===== config.mk =====
export PLATFORM = sky130hd
export DESIGN_NAME = mem_ctrl
export DESIGN_NICKNAME = d
export VERILOG_FILES = /design/src/rtl/mem_ctrl.sv
export SDC_FILE = /design/constraint.sdc
export NUM_CORES = 1
export LEC_CHECK = 0
export CORE_UTILIZATION = 43
export CTS_BUF_LIST = sky130_fd_sc_hd__clkbuf_8
export DETAILED_ROUTE_END_ITERATION = 7
export PLACE_DENSITY = 0.79
export SYNTH_ARGS = -nofsm -noshare
export SYNTH_HDL_FRONTEND = slang
export SYNTH_SLANG_ARGS = --single-unit

===== constraint.sdc =====
create_clock -name clk -period 1.8 [get_ports clk]
set_input_delay 0.36 -clock clk [delete_from_list [all_inputs] [get_ports clk]]
set_output_delay 0.36 -clock clk [all_outputs]
set_load 0.03 [all_outputs]

===== src/rtl/mem_ctrl.sv =====
// Memory-access stage: runs one req/gnt/rvalid transaction per memory op,
// aligns/extends load data and registers writeback fields into mem/wb.
module mem_ctrl #(
  parameter int unsigned TIMEOUT = 255
) (
  input  logic        clk,
  input  logic        rstn,
  input  logic [31:0] inst_i,
  input  logic [31:0] instaddr_i,
  input  logic        cs_i,
  input  logic        mem_we_i,
  input  logic [3:0]  mem_wem_i,
  input  logic [31:0] mem_din_i,
  input  logic [31:0] mem_addr_i,
  input  logic        regs_wen_i,
  input  logic [4:0]  rd_addr_i,
  input  logic [31:0] rd_data_i,
  output logic        dbus_req_o,
  output logic        dbus_we_o,
  output logic [3:0]  dbus_wem_o,
  output logic [31:0] dbus_addr_o,
  output logic [31:0] dbus_wdata_o,
  input  logic        dbus_gnt_i,
  input  logic        dbus_rvalid_i,
  input  logic [31:0] dbus_rdata_i,
  output logic [31:0] inst_o,
  output logic [31:0] instaddr_o,
  output logic        regs_wen_o,
  output logic [4:0]  rd_addr_o,
  output logic [31:0] rd_data_o,
  output logic        mem_hold_flag_o,
  output logic        bus_err_o
);

  localparam int unsigned CNT_W = 8;

  typedef enum logic [1:0] {IDLE, REQ, RESP} state_t;

  state_t             state, state_nxt;
  logic [CNT_W-1:0]   cnt;
  logic               cap_we;
  logic [3:0]         cap_wem;
  logic [31:0]        cap_wdata;
  logic [31:0]        cap_addr;
  logic [2:0]         cap_funct3;
  logic [31:0]        cap_inst;
  logic [31:0]        cap_instaddr;
  logic               cap_regs_wen;
  logic [4:0]         cap_rd_addr;
  logic               timeout_c;
  logic               done_c;
  logic               abort_c;
  logic [7:0]         byte_c;
  logic [15:0]        half_c;
  logic [31:0]        load_data_c;

  // >= so a load granted on the timeout cycle still aborts from RESP
  assign timeout_c = (cnt >= 8'(TIMEOUT - 1));

  assign dbus_we_o    = cap_we;
  assign dbus_wem_o   = cap_wem;
  assign dbus_addr_o  = {cap_addr[31:2], 2'b00};
  assign dbus_wdata_o = cap_wdata;

  // State register
  always_ff @(posedge clk or negedge rstn) begin
    if (!rstn) state <= IDLE;
    else       state <= state_nxt;
  end

  // Next-state logic
  always_comb begin
    state_nxt = state;
    unique case (state)
      IDLE: if (cs_i) state_nxt = REQ;
      REQ: begin
        if (dbus_gnt_i && !cap_we) state_nxt = RESP;
        else if (done_c || abort_c) state_nxt = IDLE;
      end
      RESP: if (done_c || abort_c) state_nxt = IDLE;
      default: state_nxt = IDLE;
    endcase
  end

  // Completion/abort decode and stall flag; completion beats timeout
  always_comb begin
    done_c          = 1'b0;
    abort_c         = 1'b0;
    mem_hold_flag_o = 1'b0;
    unique case (state)
      IDLE: mem_hold_flag_o = cs_i;
      REQ: begin
        done_c          = dbus_gnt_i && cap_we;
        abort_c         = !dbus_gnt_i && timeout_c;
        mem_hold_flag_o = !(done_c || abort_c);
      end
      RESP: begin
        done_c          = dbus_rvalid_i;
        abort_c         = !dbus_rvalid_i && timeout_c;
        mem_hold_flag_o = !(done_c || abort_c);
      end
      default: mem_hold_flag_o = 1'b0;
    endcase
  end

  // Load alignment and extension
  always_comb begin
    byte_c      = 8'(dbus_rdata_i >> {cap_addr[1:0], 3'b000});
    half_c      = cap_addr[1] ? dbus_rdata_i[31:16] : dbus_rdata_i[15:0];
    load_data_c = 32'd0;
    case (cap_funct3)
      3'd0:    load_data_c = {{24{byte_c[7]}}, byte_c};
      3'd4:    load_data_c = {24'd0, byte_c};
      3'd1:    load_data_c = {{16{half_c[15]}}, half_c};
      3'd5:    load_data_c = {16'd0, half_c};
      3'd2:    load_data_c = dbus_rdata_i;
      default: load_data_c = 32'd0;
    endcase
  end

  // Request capture and bus request
  always_ff @(posedge clk or negedge rstn) begin
    if (!rstn) begin
      cap_we       <= 1'b0;
      cap_wem      <= 4'd0;
      cap_wdata    <= 32'd0;
      cap_addr     <= 32'd0;
      cap_funct3   <= 3'd0;
      cap_inst     <= 32'd0;
      cap_instaddr <= 32'd0;
      cap_regs_wen <= 1'b0;
      cap_rd_addr  <= 5'd0;
      dbus_req_o   <= 1'b0;
      cnt          <= '0;
    end else begin
      dbus_req_o <= (state_nxt == REQ);
      if (state == IDLE) begin
        cnt <= '0;
        if (cs_i) begin
          cap_we       <= mem_we_i;
          cap_wem      <= mem_wem_i;
          cap_wdata    <= mem_din_i;
          cap_addr     <= mem_addr_i;
          cap_funct3   <= inst_i[14:12];
          cap_inst     <= inst_i;
          cap_instaddr <= instaddr_i;
          cap_regs_wen <= regs_wen_i;
          cap_rd_addr  <= rd_addr_i;
        end
      end else if (cnt != '1) begin
        cnt <= cnt + 1'b1;
      end
    end
  end

  // mem/wb output registers
  always_ff @(posedge clk or negedge rstn) begin
    if (!rstn) begin
      inst_o     <= 32'd0;
      instaddr_o <= 32'd0;
      regs_wen_o <= 1'b0;
      rd_addr_o  <= 5'd0;
      rd_data_o  <= 32'd0;
      bus_err_o  <= 1'b0;
    end else begin
      bus_err_o <= abort_c;
      if (state == IDLE) begin
        if (cs_i) begin
          regs_wen_o <= 1'b0;
        end else begin
          inst_o     <= inst_i;
          instaddr_o <= instaddr_i;
          regs_wen_o <= regs_wen_i;
          rd_addr_o  <= rd_addr_i;
          rd_data_o  <= rd_data_i;
        end
      end else if (done_c) begin
        inst_o     <= cap_inst;
        instaddr_o <= cap_instaddr;
        rd_addr_o  <= cap_rd_addr;
        regs_wen_o <= cap_we ? 1'b0 : cap_regs_wen;
        rd_data_o  <= cap_we ? 32'd0 : load_data_c;
      end else if (abort_c) begin
        regs_wen_o <= 1'b0;
      end
    end
  end

endmodule


Word-level counts from Yosys, hierarchy flattened
Cells that the tools add are included.
- $add $sub $neg: 1
- magnitude comparators: 1
- equality and inequality tests: 9
- shift operators: 1
- multiplexer cells: 29
- reductions and logical operators: 19
- operators with widths (cell ; count):
    $mux W32 ; 10
    $pmux W32 S5 ; 1
    $shr A32 B5 Y8 ; 1
    $mux W16 ; 1
    $mux W8 ; 2
    $mux W5 ; 3
    $add A8 B1 Y8 const B ; 1
    $ge A8 B8 Y1 const B ; 1
    $ne A8 B8 Y1 const B ; 1
    $eq A3 B3 Y1 const B ; 2
    $mux W2 ; 3
    $pmux W2 S3 ; 1
    $logic_not A1 Y1 ; 5
    $mux W1 ; 5
    $eq A2 B1 Y1 const B ; 2
    $logic_and A1 B1 Y1 ; 4
    $pmux W1 S2 ; 2
    $reduce_and A2 Y1 ; 2
    $reduce_bool A2 Y1 ; 2
    $eq A3 B1 Y1 const B ; 1
    $eq A3 B2 Y1 const B ; 1
    $logic_not A3 Y1 ; 1
    $logic_or A1 B1 Y1 ; 3
    $pmux W1 S3 ; 1
    other kinds (4) ; 4
- register bits: 256
- input bits: 208
- output and inout port bits: 174

Logic depth before layout (Yosys ltp)
Gate-level depths: netlist of the first run.
- depth after elaboration: 8
- mapped depth: 11

Least setup slack after synthesis of the first run
Ideal clock, no wire load.
- path kind: flip-flop to output port
- start: reg state[0]
- end: out mem_hold_flag_o
- data arrival time: 1.720 ns
- required time: 1.440 ns
- slack: -0.280 ns
- cell stages (with the launch flop): 8
- cell sequence: dfrtp_1 inv_1 ha_1 buf_2 nand2_1 clkbuf_1 buf_2 a21oi_1
- cells in the longest elaborated chain, start to end: 2
- elaborated cells on any way between the ends: 4
- RTL lines (what ; line ; RTL):
    start: declaration ; 39 ; state_t state, state_nxt;
    start signal: assignment ; 68 ; else state <= state_nxt;
    $eq A2 B2 Y1 (tied with other cells) ; 90 ; unique case (state)
    $pmux W1 S3 (*) ; 90 ;
    end: declaration ; 31 ; output logic mem_hold_flag_o,
Mark *: on every way between the ends. The rest lies on a longest branch, timed or not.

Final worst setup path of the first run
Ends and elaborated chain as after synthesis.

==> results of run 1 <==
[stage by stage]
step                      setup TNS (ps)  total power, µW  worst slack (ps)  instance area, µm²
after floorplan                     -289            21300             -21.3               11900
after global placement            -38870            27800              -349               16400
after detailed placement          -44140            28200              -403               16400
after CTS                         -24150            35300              -492               18400
after global routing              -37290            38600              -537               19100
final                             -30700            36800              -480               19100
[worst reg2reg max path, cell delays in order, from the launching register on]
cell and delay [ps]:
dfrtp_1 440, inv_2 110, buf_12 140, ha_4 170, buf_6 120, a32o_2 270, and2_4 180, or4_4 420
a21oi_2 200, and2_4 170
[state kept, by name (all words and copies together), names as in the netlist]
signal and count:
cap_addr 32, cap_instaddr 32, dbus_wdata_o 32, inst_o 32, instaddr_o 32, rd_data_o 32, cap_inst 30, cnt 8
cap_rd_addr 5, rd_addr_o 5, dbus_wem_o 4, cap_funct3 2, state 2, bus_err_o 1, cap_regs_wen 1, dbus_req_o 1
dbus_we_o 1, regs_wen_o 1
[power groups by stage]
stage,registers (µW),logic [µW],clock network [µW]
floorplan,12900,8370,0
global placement,10000,17700,0
detailed placement,10200,18000,0
CTS,10100,19600,5590
global route,10700,22100,5850
finish,10400,21000,5480
[cells in the final DEF (no fill, tap or decap), types with 37 or more instances in the layout]
cell and instances:
o21ai_2 43, buf_4 75, dfrtp_1 252, mux2_2 149, dlygate4sd2_1 158, mux2i_1 70
clkdlybuf4s50_1 206, o21ai_1 41, nand2_2 37, clkbuf_8 61
[logic make-up (layout without fill, tap and decap cells)]
group	Yosys count	count (layout)	share of synthesized area
AO/OA/AOI/OAI	212	212	0.133
XOR/XNOR	2	2	0.00150
buffers and inverters	100	616	0.0491
AND/OR/NAND/NOR	147	149	0.0568
adder cells (fa/ha/maj)	6	6	0.00642
multiplexers	225	225	0.211
other	1	2	0.000321
flip-flops	253	253	0.542
[final timing paths]
kind | end | slack (ps) | depth (start not counted)
min in group clk | dbus_wdata_o[12]$_DFFE_PN0P_ | 420 | 2
worst min-delay path | cap_inst[11]$_DFFE_PN0P_ | 330 | 2
worst max-delay path | mem_hold_flag_o | -480 | 7
worst max register to register | dbus_req_o$_DFF_PN0_ | -450 | 9
worst min register to register | rd_addr_o[0]$_DFFE_PN0P_ | 470 | 2
max in group asynchronous | cap_addr[1]$_DFFE_PN0P_ | 850 | 3
[metal layers]
metal	vias up	routed length [µm]	share of wire
li1	4387	-	-
met1	4904	14300	0.37
met2	521	19600	0.50
met3	111	3510	0.090
met4	0	1390	0.036
met5	-	0	0
[layout make-up]
type / instances / area (µm²) / share of cell area
tap: 335 / 419 / 0.0220
sequential: 253 / 6330 / 0.332
timing repair buffer: 530 / 5560 / 0.291
clock inverter: 19 / 98.8 / 0.00518
multi-input combinational: 596 / 5810 / 0.304
inverter: 6 / 22.5 / 0.00118
clock buffer: 61 / 840 / 0.0440
[repair_timing]
item | in CTS | in global routing
gates cloned | 17 | 6
setup endpoints to repair | 315 | 149
hold buffers | 1 | 0
buffers inserted | 38 | 20
hold endpoints to repair | 36 | 0
pin swaps | 53 | 75
gates resized for setup | 372 | 167
==> run summary, run 1 <==
Outcome - complete, but fails checks
Failing checks - setup timing
Drt drc - 0
Max_cap viols - 0
Final Max Slew Viols - 0
Via density - 5.51
Dpl cells - 1654
Cell Pwr Density - 1930 nW/µm²
Synth cell types - 55
Leakage power - 0.00846 µW
Fin crit share - 1.27
GRT overflow - 0
CTS buffer count - 44
Via Count - 9923
Num rows - 59
Cell mode on critical path - buf_6
Core Region - 26400 µm²
Vias in the first global route - 10300
CTS clock-pin slew for the worst setup and hold paths - 60 ps
Global Route Usage Sum - 0.265
Hold Crit Class - primary input to async pin
Routability cong. - 0.889
Internal power - 21100 µW
# setup viols final - 107
Max FO, Critical Path - 3
Crit end category - output pin
CTS root buffer - clkbuf_8
Met2 GRT Util - 0.459
Clock power frac - 0.149
RSZ-0062 raised after global routing - yes
Critical Path Start Type - register
CP peak stage delay - 440 ps
Cell accounting for the most synthesized area - dfrtp_1
ANT cells - 0
Layout Skew - 11.1 ps
Die width - 167 µm
Crit-path cells - ha_4 -> buf_6 -> nand2_4 -> nor2_4 -> o31ai_4 -> a21oi_4 -> buf_6
Post-Syn Area - 11700 µm²
RR Startpoint - state[0]$_DFF_PN0_
Util after Layout - 0.724
Worst path top cell family by delay - flip-flops
Clock H-tree levels - 2
Final Hold Vio Count - 0
Crit path buffers/inverters - 2
Seq/Total Area, Yosys - 0.542
Largest net degree at the start of global routing - 53
Req. time, crit path - 1440 ps
Synth Area per Inst - 12.4 µm²
NetSw - 15700 µW
GRT met1 Usage - 0.307
Slew headroom - 0.642
Worst skew pair latency - 550 ps
Final nets - 1645
Synthesized instance count - 946
Worst endpoint data arrival time - 1920 ps
Slowest stage cell on the critical path - dfrtp_1
First DRT Iteration DRCs - 605
Non-Filler Instances - 1800
WL final - 38900 µm
Most common cell in the netlist - dfrtp_1
Global route hottest layer - met2
First-pass GRT wire length - 57600 µm
CTS tree - yes
Synth Register Bits - 253
GRT met3 Usage - 0.0777
# fillers - 1724
Boundary Pins - 382
Sequential Power Share - 0.281
Area added between synthesis and finish - 63.2%
Synth warnings - 0
Post-synth EDFFs - 0
Top post-synthesis cells by area - dfrtp_1 (54%), mux2_2 (15%), mux2i_1 (6.0%)
IO buf count - 379
Die Ht - 167 µm
Fraction of layout cells with a size suffix above 1 - 0.401
Peak VDD IR - 1.42 mV
Synth top area share - 0.542
Total clock sinks - 253
Final worst setup slack - -480 ps
Post-synthesis async set-or-reset flop share - 1.00
Fmax - 439 MHz
Post-route ant nets - 0
Worst hold slack - 329 ps
Initial antenna violation count - 0
Drt first pass iters - 5
Initial Utilization - 0.444
WL/cell - 21.6 µm
Combinational share of power - 0.570
Total die area - 27900 µm²
Setup CP Type - register to output pin
Crit path from - state[0]$_DFF_PN0_
Synth Flop Type - dfrtp_1
Max clock buf depth - 3
Switching share of power - 0.426
Worst-Margin Slew - 537 ps
HPWL after DPL - 24000 µm
Top cells by count, synth - dfrtp_1 (253), mux2_2 (153), nand2_1 (92)
Final Critical Period - 2280 ps
Power figures use the tool's default switching activity.
==> run 2: changes to the inputs <==
ABC_AREA = 1   (was not set)
HOLD_SLACK_MARGIN = 0.12   (was not set)
==> run summary, run 2 <==
Outcome - complete, but fails checks
Failing checks - setup timing
Routability cong. - 0.900 (+1.3%)
Final nets - 1783 (+8.4%)
Num rows - 59 (unchanged)
Max_cap viols - 0 (unchanged)
Synth top area share - 0.555 (+0.0132)
CTS clock-pin slew for the worst setup and hold paths - 50 ps (about the same)
Post-route ant nets - 0 (unchanged)
Top cells by count, synth - nand2_1 (288), dfrtp_1 (253), mux2_2 (135)
Layout Skew - 30.6 ps (+19.5 ps)
First-pass GRT wire length - 54300 µm (-5.7%)
Worst R2R Setup Slack - -250 ps (+200 ps)
Boundary Pins - 382 (unchanged)
Dpl cells - 1818 (+9.9%)
Clock power frac - 0.149 (about the same)
Drt drc - 0 (unchanged)
Post-Syn Area - 11400 µm² (-2.4%)
Fin crit share - 1.24 (-0.0249)
Worst skew pair latency - 540 ps (about the same)
CTS tree - yes
Total die area - 27200 µm² (-2.3%)
Peak VDD IR - 1.11 mV (-21%)
Worst endpoint data arrival time - 1870 ps (-50 ps)
Die width - 165 µm (-1.2%)
Non-Filler Instances - 1932 (+7.3%)
Final Max Slew Viols - 0 (unchanged)
Final Hold Vio Count - 0 (unchanged)
Cell Pwr Density - 2000 nW/µm² (+3.8%)
IO buf count - 379 (unchanged)
Internal power - 19700 µW (-6.8%)
Fraction of layout cells with a size suffix above 1 - 0.232 (-0.169)
Synth cell types - 33 (-40%)
Die Ht - 165 µm (-1.2%)
Req. time, crit path - 1440 ps (about the same)
Design Area, Final - 17400 µm² (-8.8%)
WL final - 35500 µm (-8.6%)
Max clock buf depth - 3 (unchanged)
Post-synthesis async set-or-reset flop share - 1.00 (unchanged)
Hold Crit Class - primary input to async pin
Fmax - 447 MHz (+2.0%)
CTS root buffer - clkbuf_8
Synth Register Bits - 253 (unchanged)
Most common cell after layout, fill and taps aside - nand2_1
Largest net degree at the start of global routing - 74 (+40%)
Cell accounting for the most synthesized area - dfrtp_1
Final Total Pwr - 34800 µW (-5.3%)
Vias in the first global route - 10300 (+0.068%)
Top post-synthesis cells by area - dfrtp_1 (55%), mux2_2 (13%), nand2_1 (9.5%)
Area added between synthesis and finish - 52.5%
NetSw - 15100 µW (-3.3%)
Synth warnings - 0 (unchanged)
Post-synth EDFFs - 0 (unchanged)
Core Region - 26100 µm² (-1.1%)
Setup CP Type - register to output pin
Leakage power - 0.00779 µW (-7.9%)
Drt first pass iters - 5 (unchanged)
ANT cells - 0 (unchanged)
Initial antenna violation count - 0 (unchanged)
Global Route Usage Sum - 0.256 (-0.00892)
Combinational share of power - 0.558 (-0.012)
HPWL after DPL - 23000 µm (-4.1%)
Util after Layout - 0.668 (-0.0559)
Final Critical Period - 2230 ps (-44.8 ps)
WL/cell - 18.4 µm (-15%)
Critical Path Start Type - register
Max FO, Critical Path - 3 (unchanged)
Seq/Total Area, Yosys - 0.555 (+0.0132)
Via Count - 10100 (+1.4%)
CTS buffer count - 44 (unchanged)
Clock H-tree levels - 2 (unchanged)
Crit end category - output pin
Synth Area per Inst - 9.92 µm² (-20%)
RSZ-0062 raised after global routing - yes
Initial Utilization - 0.438 (-0.00563)
First DRT Iteration DRCs - 781 (+29%)
Final worst setup slack - -435 ps (+44.8 ps)
Sequential Power Share - 0.293 (+0.012)
Synthesized instance count - 1150 (+22%)
Switching share of power - 0.435 (+0.00881)
Via density - 5.21 (-5.6%)
Most frequent cells in the layout - nand2_1 (282), dfrtp_1 (252), clkdlybuf4s50_1 (206)
Cell Area, Placed - 15700 µm² (-4.6%)
GRT overflow - 0 (unchanged)
# setup viols final - 103 (-3.7%)
Total clock sinks - 253 (unchanged)
Synth Flop Type - dfrtp_1
Most common cell in the netlist - nand2_1
[run 2: cell types whose count changed after synthesis, moves of 10 or more]
cell	change
mux2_2	-18
o21a_1	-10
o21ai_1	-22
a21oi_1	+32
inv_1	+19
a31oi_1	+67
mux2i_1	-70
o21ai_0	-66
buf_2	+14
nand3_1	+39
nor2_1	+91
nand2_1	+196
[run 2: worst paths after layout]
kind,start,endpoint,cells after the start
setup / recovery,cnt[0]$_DFFE_PN0P_,mem_hold_flag_o,10
hold / removal,rstn,inst_o[24]$_DFFE_PN0P_,2
setup reg to reg,state[0]$_DFF_PN0_,instaddr_o[6]$_DFFE_PN0P_,14
hold reg to reg,cap_addr[14]$_DFFE_PN0P_,cap_addr[14]$_DFFE_PN0P_,1
max in group asynchronous,rstn,dbus_wem_o[1]$_DFFE_PN0P_,3
min in group clk,rd_data_i[6],rd_data_o[6]$_DFFE_PN0P_,3
[run 2: stage by stage]
step / setup slack [ps] / hold WS, ps / setup TNS, ps
after global routing: -533 / 327 / -28660
after global placement: -157 / 279 / -11390
after floorplan: 14.9 / 64.4 / 0
after CTS: -495 / 299 / -5690
final: -435 / 322 / -19650
after detailed placement: -207 / 281 / -17760
[run 2: per-layer routing]
layer / up-vias / track usage / part of all wire
li1: 4682 / - / -
met1: 4835 / 0.310 / 0.39
met2: 445 / 0.440 / 0.50
met3: 95 / 0.0578 / 0.073
met4: 0 / 0.105 / 0.037
met5: - / 0 / 0
[run 2: area by class of cell]
type                            instances  area (µm²)
Fill cell                            1987        8650
Sequential cell                       253        6330
Timing Repair Buffer                  473        4980
Multi-Input combinational cell        768        4700
Clock buffer                           52         716
Tap cell                              335         419
Clock inverter                         22         146
Inverter                               29         114
[run 2: power by group through the flow]
stage | logic [µW] | clock network, µW | registers (µW)
floorplan | 8420 | 0 | 13000
global placement | 17700 | 0 | 10100
detailed placement | 18100 | 0 | 10200
CTS | 19100 | 5330 | 10100
global route | 20800 | 5590 | 10500
finish | 19500 | 5190 | 10200
[run 2: critical path, cell delays in order, from the launching register on]
cell and delay [ps]:
dfrtp_1 400, inv_2 90, ha_4 130, inv_2 30
nand2_2 50, nand2_2 60, nor2_4 130, o21ai_2 80
a21oi_2 170, a21oi_4 70, buf_6 140
[run 2: kinds of logic after synthesis]
logic type,Yosys count,synth area share
flops,253,0.555
other cells,1,0.000329
simple gates,462,0.161
buf+inv,131,0.0620
compound gates,161,0.0813
fa+ha+maj,6,0.00658
xor+xnor,1,0.000768
mux,135,0.133
[run 2: timing repair]
item,in CTS,in global routing
endpoints found under the setup margin,250,201
endpoints found under the hold margin,207,0
setup buffers,19,7
pin swaps,8,13
gates resized for setup,249,47
hold buffers,1,0
gates cloned,16,1
==> run 3: changes to the inputs <==
GPL_ROUTABILITY_DRIVEN = 0   (was not set)
==> results of run 3 <==
Final layout, timing and power as in run 2 (identical DEF).
